[src/rtl/edge_detect_multi_if.sv]
// edge_detect_multi_if: raw channel inputs, per-channel controls and event outputs
interface edge_detect_multi_if #(
  parameter int unsigned WIDTH = 8
);
  logic [WIDTH-1:0]   data_in;
  logic [2*WIDTH-1:0] mode;
  logic [WIDTH-1:0]   clr;
  logic [WIDTH-1:0]   irq_en;
  logic [WIDTH-1:0]   level_out;
  logic [WIDTH-1:0]   edge_out;
  logic [WIDTH-1:0]   flag_out;
  logic               irq;

  modport master (
    output data_in, mode, clr, irq_en,
    input  level_out, edge_out, flag_out, irq
  );

  modport slave (
    input  data_in, mode, clr, irq_en,
    output level_out, edge_out, flag_out, irq
  );
endinterface

[src/rtl/edge_detect_multi.sv]
// edge_detect_multi: per-channel synchroniser, glitch filter, edge qualifier,
// sticky flags and a maskable interrupt.
module edge_detect_multi #(
  parameter int unsigned WIDTH       = 8,
  parameter int unsigned SYNC_STAGES = 2,
  parameter int unsigned FILT_LEN    = 4,
  parameter int unsigned REG_EVENT   = 1
) (
  input  logic               clk,
  input  logic               rst_n,
  input  logic               init_n,
  edge_detect_multi_if.slave bus
);

  localparam int unsigned      CNT_W   = (FILT_LEN > 1) ? $clog2(FILT_LEN) : 1;
  localparam logic [CNT_W-1:0] CNT_MAX = CNT_W'(FILT_LEN - 1);

  logic [SYNC_STAGES-1:0][WIDTH-1:0] sync_q;
  logic [WIDTH-1:0]                  sync_s;
  logic [WIDTH-1:0]                  lvl_q;
  logic [WIDTH-1:0]                  take_c;
  logic [WIDTH-1:0]                  event_c;
  logic [WIDTH-1:0]                  flag_q;
  logic                              irq_q;

  assign sync_s = sync_q[SYNC_STAGES-1];

  // Synchroniser chain: stage 0 captures the raw input, last stage feeds the filter
  always_ff @(posedge clk or negedge rst_n) begin
    if (!rst_n) begin
      sync_q <= '0;
    end else if (!init_n) begin
      sync_q <= '0;
    end else begin
      sync_q <= {sync_q[SYNC_STAGES-2:0], bus.data_in};
    end
  end

  for (genvar i = 0; i < WIDTH; i++) begin : g_ch
    logic [CNT_W-1:0] cnt_q;
    logic             lvl_r;

    // A take is the cycle the persistent disagreement finally moves the level
    assign take_c[i]  = (sync_s[i] != lvl_r) && (cnt_q == CNT_MAX);
    assign event_c[i] = take_c[i] &
                        ((sync_s[i] & bus.mode[2*i]) | (~sync_s[i] & bus.mode[2*i+1]));
    assign lvl_q[i]   = lvl_r;

    // Glitch filter: any agreeing sample restarts the count, counter never wraps
    always_ff @(posedge clk or negedge rst_n) begin
      if (!rst_n) begin
        cnt_q <= '0;
        lvl_r <= 1'b0;
      end else if (!init_n) begin
        cnt_q <= '0;
        lvl_r <= 1'b0;
      end else if (sync_s[i] == lvl_r) begin
        cnt_q <= '0;
      end else if (cnt_q == CNT_MAX) begin
        lvl_r <= sync_s[i];
        cnt_q <= '0;
      end else begin
        cnt_q <= cnt_q + CNT_W'(1);
      end
    end
  end

  if (REG_EVENT != 0) begin : g_reg_evt
    logic [WIDTH-1:0] edge_q;

    // Registered event pulse, aligned with the level_out change
    always_ff @(posedge clk or negedge rst_n) begin
      if (!rst_n) begin
        edge_q <= '0;
      end else if (!init_n) begin
        edge_q <= '0;
      end else begin
        edge_q <= event_c;
      end
    end

    assign bus.edge_out = edge_q;
  end else begin : g_comb_evt
    assign bus.edge_out = event_c;
  end

  // Sticky flags: a new event wins over a coincident clear
  always_ff @(posedge clk or negedge rst_n) begin
    if (!rst_n) begin
      flag_q <= '0;
    end else if (!init_n) begin
      flag_q <= '0;
    end else begin
      flag_q <= event_c | (flag_q & ~bus.clr);
    end
  end

  // Interrupt follows the registered flags one cycle later
  always_ff @(posedge clk or negedge rst_n) begin
    if (!rst_n) begin
      irq_q <= 1'b0;
    end else if (!init_n) begin
      irq_q <= 1'b0;
    end else begin
      irq_q <= |(flag_q & bus.irq_en);
    end
  end

  assign bus.level_out = lvl_q;
  assign bus.flag_out  = flag_q;
  assign bus.irq       = irq_q;

endmodule

[src/flat_wrapper.sv]
// flat-port wrapper written by rule: the top's interface ports become plain ports
module edge_detect_multi_flat 
#(
  parameter int unsigned WIDTH       = 8,
  parameter int unsigned SYNC_STAGES = 2,
  parameter int unsigned FILT_LEN    = 4,
  parameter int unsigned REG_EVENT   = 1
)
  (clk, rst_n, init_n, bus_data_in, bus_mode, bus_clr, bus_irq_en, bus_level_out, bus_edge_out, bus_flag_out, bus_irq);
  edge_detect_multi_if #(.WIDTH(WIDTH)) bus_i ();
  input  logic clk;
  input  logic rst_n;
  input  logic init_n;
  input wire logic [$bits(bus_i.data_in)-1:0] bus_data_in;
  input wire logic [$bits(bus_i.mode)-1:0] bus_mode;
  input wire logic [$bits(bus_i.clr)-1:0] bus_clr;
  input wire logic [$bits(bus_i.irq_en)-1:0] bus_irq_en;
  output wire logic [$bits(bus_i.level_out)-1:0] bus_level_out;
  output wire logic [$bits(bus_i.edge_out)-1:0] bus_edge_out;
  output wire logic [$bits(bus_i.flag_out)-1:0] bus_flag_out;
  output wire logic [$bits(bus_i.irq)-1:0] bus_irq;
  assign bus_i.data_in = bus_data_in;
  assign bus_i.mode = bus_mode;
  assign bus_i.clr = bus_clr;
  assign bus_i.irq_en = bus_irq_en;
  assign bus_level_out = bus_i.level_out;
  assign bus_edge_out = bus_i.edge_out;
  assign bus_flag_out = bus_i.flag_out;
  assign bus_irq = bus_i.irq;
  edge_detect_multi #(.WIDTH(WIDTH), .SYNC_STAGES(SYNC_STAGES), .FILT_LEN(FILT_LEN), .REG_EVENT(REG_EVENT)) u_core (.clk(clk), .rst_n(rst_n), .init_n(init_n), .bus(bus_i));
endmodule
[config.mk]
export PLATFORM = sky130hd
export DESIGN_NAME = edge_detect_multi_flat
export DESIGN_NICKNAME = d
export VERILOG_FILES = /design/src/rtl/edge_detect_multi_if.sv /design/src/rtl/edge_detect_multi.sv /design/src/flat_wrapper.sv
export SDC_FILE = /design/constraint.sdc
export NUM_CORES = 1
export LEC_CHECK = 0
export BUFFER_PORTS_ARGS = -buffer_cell sky130_fd_sc_hd__buf_2
export CAP_MARGIN = 20
export CELL_PAD_IN_SITES_DETAIL_PLACEMENT = 1
export CELL_PAD_IN_SITES_GLOBAL_PLACEMENT = 2
export CORE_MARGIN = 10
export CORE_UTILIZATION = 37
export CTS_BUF_LIST = sky130_fd_sc_hd__clkbuf_4 sky130_fd_sc_hd__clkbuf_8
export DETAILED_ROUTE_END_ITERATION = 16
export PLACE_DENSITY = 0.93
export SYNTH_ARGS = -nofsm -noshare
export SYNTH_HDL_FRONTEND = slang
export SYNTH_SLANG_ARGS = --single-unit
[constraint.sdc]
create_clock -name clk -period 2.4 [get_ports clk]
set_input_delay 0.24 -clock clk [delete_from_list [all_inputs] [get_ports clk]]
set_output_delay 0.24 -clock clk [all_outputs]
set_load 0.005 [all_outputs]
After elaboration in Yosys (flattened, before gate mapping)
Index checks and enable logic that the tools add are counted.
W data, S select, Z words.

word-level totals
  register bits after elaboration = 57
  latch bits = 0
  RAM bits = 0
  bits in read-only memories = 0
  output and inout port bits = 25
  word-level logic and storage cells = 182
  memories = 0

cells by class
  add/subtract/negate cells = 8
  multipliers = 0
  div/mod/pow operators = 0
  order comparisons = 0
  equality and inequality tests = 40
  shift-type cells = 0
  mux-type cells = 52
  bitwise logic cells = 44
  reductions and logical operators = 17

operators by type and width
  kind                   number
  $mux W2                24
  $mux W1                25
  $and A1 B1 Y1          24
  $add A2 B1 Y2 const B  8
  $and A8 B8 Y8          2
  $eq A2 B2 Y1 const B   8
  $mux W16               1
  $mux W8                2
  $ne A2 B1 Y1 const B   8
  $ne A2 B2 Y1 const B   8
  $reduce_and A2 Y1      8
  $eq A1 B1 Y1           8
  $logic_and A1 B1 Y1    8
  $ne A1 B1 Y1           8
  $not A1 Y1             8
  $not A8 Y8             1
  $or A1 B1 Y1           8
  $or A8 B8 Y8           1
  $reduce_or A8 Y1       1

Longest topological paths before layout
  depth in word-level cells = 6
  gate-level depth with buffers = 4
  gate-level depth less buffers = 4

Worst setup path before layout
Ideal clock, no wire load.

  kind = flip-flop to flip-flop
  start point = register u_core.g_ch[6].cnt_q[0]
  end point = register u_core.flag_q[6], in the netlist u_core.bus.flag_out[6]
  arrival = 0.922 ns
  path slack = 1.358 ns
  stages on the path, launching flop included = 5
  buffers on the path = 0
  period minus slack after synthesis = 1.042 ns
  path through = dfrtp_1 ha_1 nand2_1 a21oi_2 a31o_2

between the ends
  cells in the longest elaborated chain, start to end = 5

RTL lines
  what                    line                     RTL
  start, declared         edge_detect_multi.sv:40  logic [CNT_W-1:0] cnt_q;
  start signal, assigned  edge_detect_multi.sv:63  cnt_q <= cnt_q + CNT_W'(1);
  $eq A2 B2 Y1            edge_detect_multi.sv:44  assign take_c[i] = (sync_s[i] != lvl_r) && (cnt_q == CNT_MAX);
  $logic_and A1 B1 Y1     edge_detect_multi.sv:44
  $and A1 B1 Y1           edge_detect_multi.sv:45  assign event_c[i] = take_c[i] &
  $or A8 B8 Y8            edge_detect_multi.sv:94  flag_q <= event_c | (flag_q & ~bus.clr);
  $mux W8                 edge_detect_multi.sv:91  end else if (!init_n) begin
  end signal, assigned    edge_detect_multi.sv:94
  end, declared           edge_detect_multi.sv:23  logic [WIDTH-1:0] flag_q;

No other way between the ends.
A chain may end at the register's enable or synchronous reset.

==> flow_summary.yaml <==
cells_and_area:
  fillers: 730
  layoutNonFillerInstCount: 351
  area_growth_pct: 22.2
  layout.nets: 321
  num_antenna_cells: 0
  drive_above_1_share_pct: 38.0
place:
  placed_cells: 335
  dp_hpwl_um: 4230
  place.gp.congestion: 0.711
  numPortBuffers: 67
global_route:
  grt_use_met1_pct: 13.4
  antenna_found_initial: 0
  grt_usage_pct: 11.9
  grt_pass1_wl_um: 9320
  grt_pass1_vias: 1944
  grtUsageMet3_pct: 5.35
  overflow: 0
  grt_max_degree: 43
  busiest_layer: "met2"
  grt_use_met2_pct: 18.6
synthesis:
  synth_enable_flop_cells: 0
  synth_nets: 253
  yosys.area.top_type: "dfrtp_1"
  synth-compound-area-share_pct: 8.93
  synth_top_family_by_area: "simple AND/OR/NAND/NOR gates"
  synth_top_area_share_pct: 59.6
  synth.distinct_cells: 24
  synthTopCellsByCount: "dfrtp_1 (57), nor2_1 (22), and2_1 (16), nor2b_1 (14), nand2_1 (13)"
  synthMuxAreaShare_pct: 3.34
  ys_ff_latch: 57
  yosysWarnings: 0
  synth_fa_ha_area_share_pct: 4.18
  yosys.area_share.simple_pct: 18.3
  async_flop_share_pct: 100
  synth-xor-area-share_pct: 0.366
  ys_seq_area_share_pct: 59.6
  synth.area.top_cells: "dfrtp_1 (60%), and2_1 (4.2%), ha_1 (4.2%)"
  synth_most_common_cell: "dfrtp_1"
  netlist_area_mm2: 0.00239
  synthFlopType: "dfrtp_1"
  syn_inst: 202
  syn_area_per_cell_um2: 11.9
timing:
  max_freq_mhz: 769
  tightest_slew_ns: 0.782
  slew_headroom_pct: 47.8
  fin_crit_ns: 1.30
  min_period_over_period_pct: 54.2
  finalHoldViolations: 0
  worst_clock_skew_ns: 0.00402
  rsz0062_at_grt: "no"
  setup_tns_ns: 0
  drv_slew: 0
  setup-violations-final: 0
die:
  start_util_pct: 37.9
  fp.dieArea_mm2: 0.0101
  num_rows: 29
  io-pin-count: 68
  core_mm2: 0.00631
  die_y_um: 100
  die_w_um: 100
pwr:
  switching_power_w: 0.000400
  pwr-share-comb_pct: 5.3
  p_per_area_mw_per_mm2: 641
  power.share.switching_pct: 21.3
  p_seq_share_pct: 52.5
  p_leak_nw: 1.52
  clkPwrFrac_pct: 42.2
  intPower_w: 0.00148
  vdd_drop_max_v: 0.000297
detailed_routing:
  ant_nets: 0
  wl_um: 5600
  dr.pass1.iters: 4
  dr.first_iter.drc_count: 47
  routed-via-count: 1686
  drt-vias-per-instance: 4.80
  wl_per_cell_um: 16.0
  drc: 0
critical_path:
  critPathArrivalTime_ns: 1.77
  slowest_delay_ns: 0.53
  endpoint_kind: "async pin"
  worstPathRequired_ns: 2.87
  worstSetupPathType: "in -> async"
  path_cells: "dlygate4sd3_1 -> buf_2 -> buf_4"
  crit_slowest_cell: "buf_2"
  worst-path-max-fanout: 29
  startpoint_type: "input port"
clock_network:
  cts_tree: "built"
  clockBufferDepth: 2
  cts_setup_buffers: 0
  htreeDepth: 3
  cts_buffers: 9
  post_cts_resized: 0
  numClockSinks: 57
  clk_latency_ns: 0.33
  cts-root-buf: "clkbuf_8"
  hold_buffers: 1
  clk_pin_slew_ns: 0.06
status:
  status: "finished clean"
worst_hold_path:
  holdCritPathClass: "in -> reg"
flow_run:
  maxCapViolations: 0
==> power groups by stage <==
stage,registers (W),logic (W),clock network [W]
2_1_floorplan,0.00100,0.0000407,0
3_3_place_gp,0.00100,0.0000972,0
3_5_place_dp,0.00100,0.000101,0
4_1_cts,0.000986,0.000102,0.000823
5_1_grt,0.000987,0.000114,0.000862
6_report,0.000986,0.0000991,0.000792
==> registers in the layout, summed over array words and instances, names as in the netlist <==
name,count
u_core.g_ch.cnt_q,16
u_core.g_ch.lvl_r,8
u_core.sync_s,8
u_core.bus.flag_out,8
u_core.bus.edge_out,8
u_core.bus.irq,1
u_core.sync_q,8
==> metrics by stage <==
stage	hold WS, ns	total power (W)	utilization, %	setup WS, ns	cell area (um^2)
2_1_floorplan	-0.0556	0.00104	-	1.36	2390
3_3_place_gp	0.294	0.00110	43.4	1.01	2740
3_5_place_dp	0.298	0.00110	43.4	0.973	2740
4_1_cts	0.0633	0.00191	46.4	1.06	2930
5_1_grt	0.0700	0.00196	46.4	0.946	2930
6_report	0.0844	0.00188	46.4	1.10	2930
==> cell type report <==
cell class              count  area (um^2)  area share, %
clock buffers              15          175           5.99
inverters                   9         33.8           1.15
multi-input cells         124          842           28.8
flip-flops and latches     57         1430           48.7
well taps                  77         96.3           3.29
repair buffers             69          353           12.1
==> worst max-delay path: cells and delay by family <==
family	cells	cell delay, ns
buffers and inverters	3	1.51
==> final timing paths <==
| check | from | to | slack, ns | depth (start not counted) |
|---|---|---|---|---|
| max reg2reg | u_core.g_ch[6].cnt_q[0] | u_core.bus.flag_out[6] | 1.27 | 4 |
| max in group clk | u_core.bus.flag_out[3] | bus_flag_out[3] | 1.25 | 1 |
| min reg2reg | u_core.g_ch[0].cnt_q[0] | u_core.g_ch[0].cnt_q[0] | 0.45 | 1 |
| max | rst_n | u_core.bus.flag_out[1] | 1.10 | 3 |
| min | bus_clr[5] | u_core.bus.flag_out[5] | 0.08 | 2 |
| min in group asynchronous | rst_n | u_core.sync_q[5] | 0.48 | 2 |
==> kinds of logic after synthesis <==
logic type,Yosys count
xor gates and xnor gates,1
AOI/OAI and AO/OA,28
muxes,8
and+or+nand+nor,79
buffers and inverters,21
adders and majority gates,8
DFF,57
==> routing by layer <==
layer	wire (um)	share of wire, %
met3	442	7.9
met5	0	0
met2	2730	49
met1	2340	42
met4	85	1.5
==> cells in the final DEF, fill, tap and decap left out, types with 2 or more instances in the layout <==
master and count:
inv_1 8, nand2_2 3, nand3b_1 2, nor3_2 8, nor2_1 22, nor2b_1 14
o22ai_1 7, o21ai_2 7, clkbuf_8 10, dfrtp_1 57, buf_2 67, nand2_1 13
a22oi_1 11, and2_1 16, clkbuf_4 5, mux2i_1 8, ha_1 8
Power figures use the tool's default switching activity.
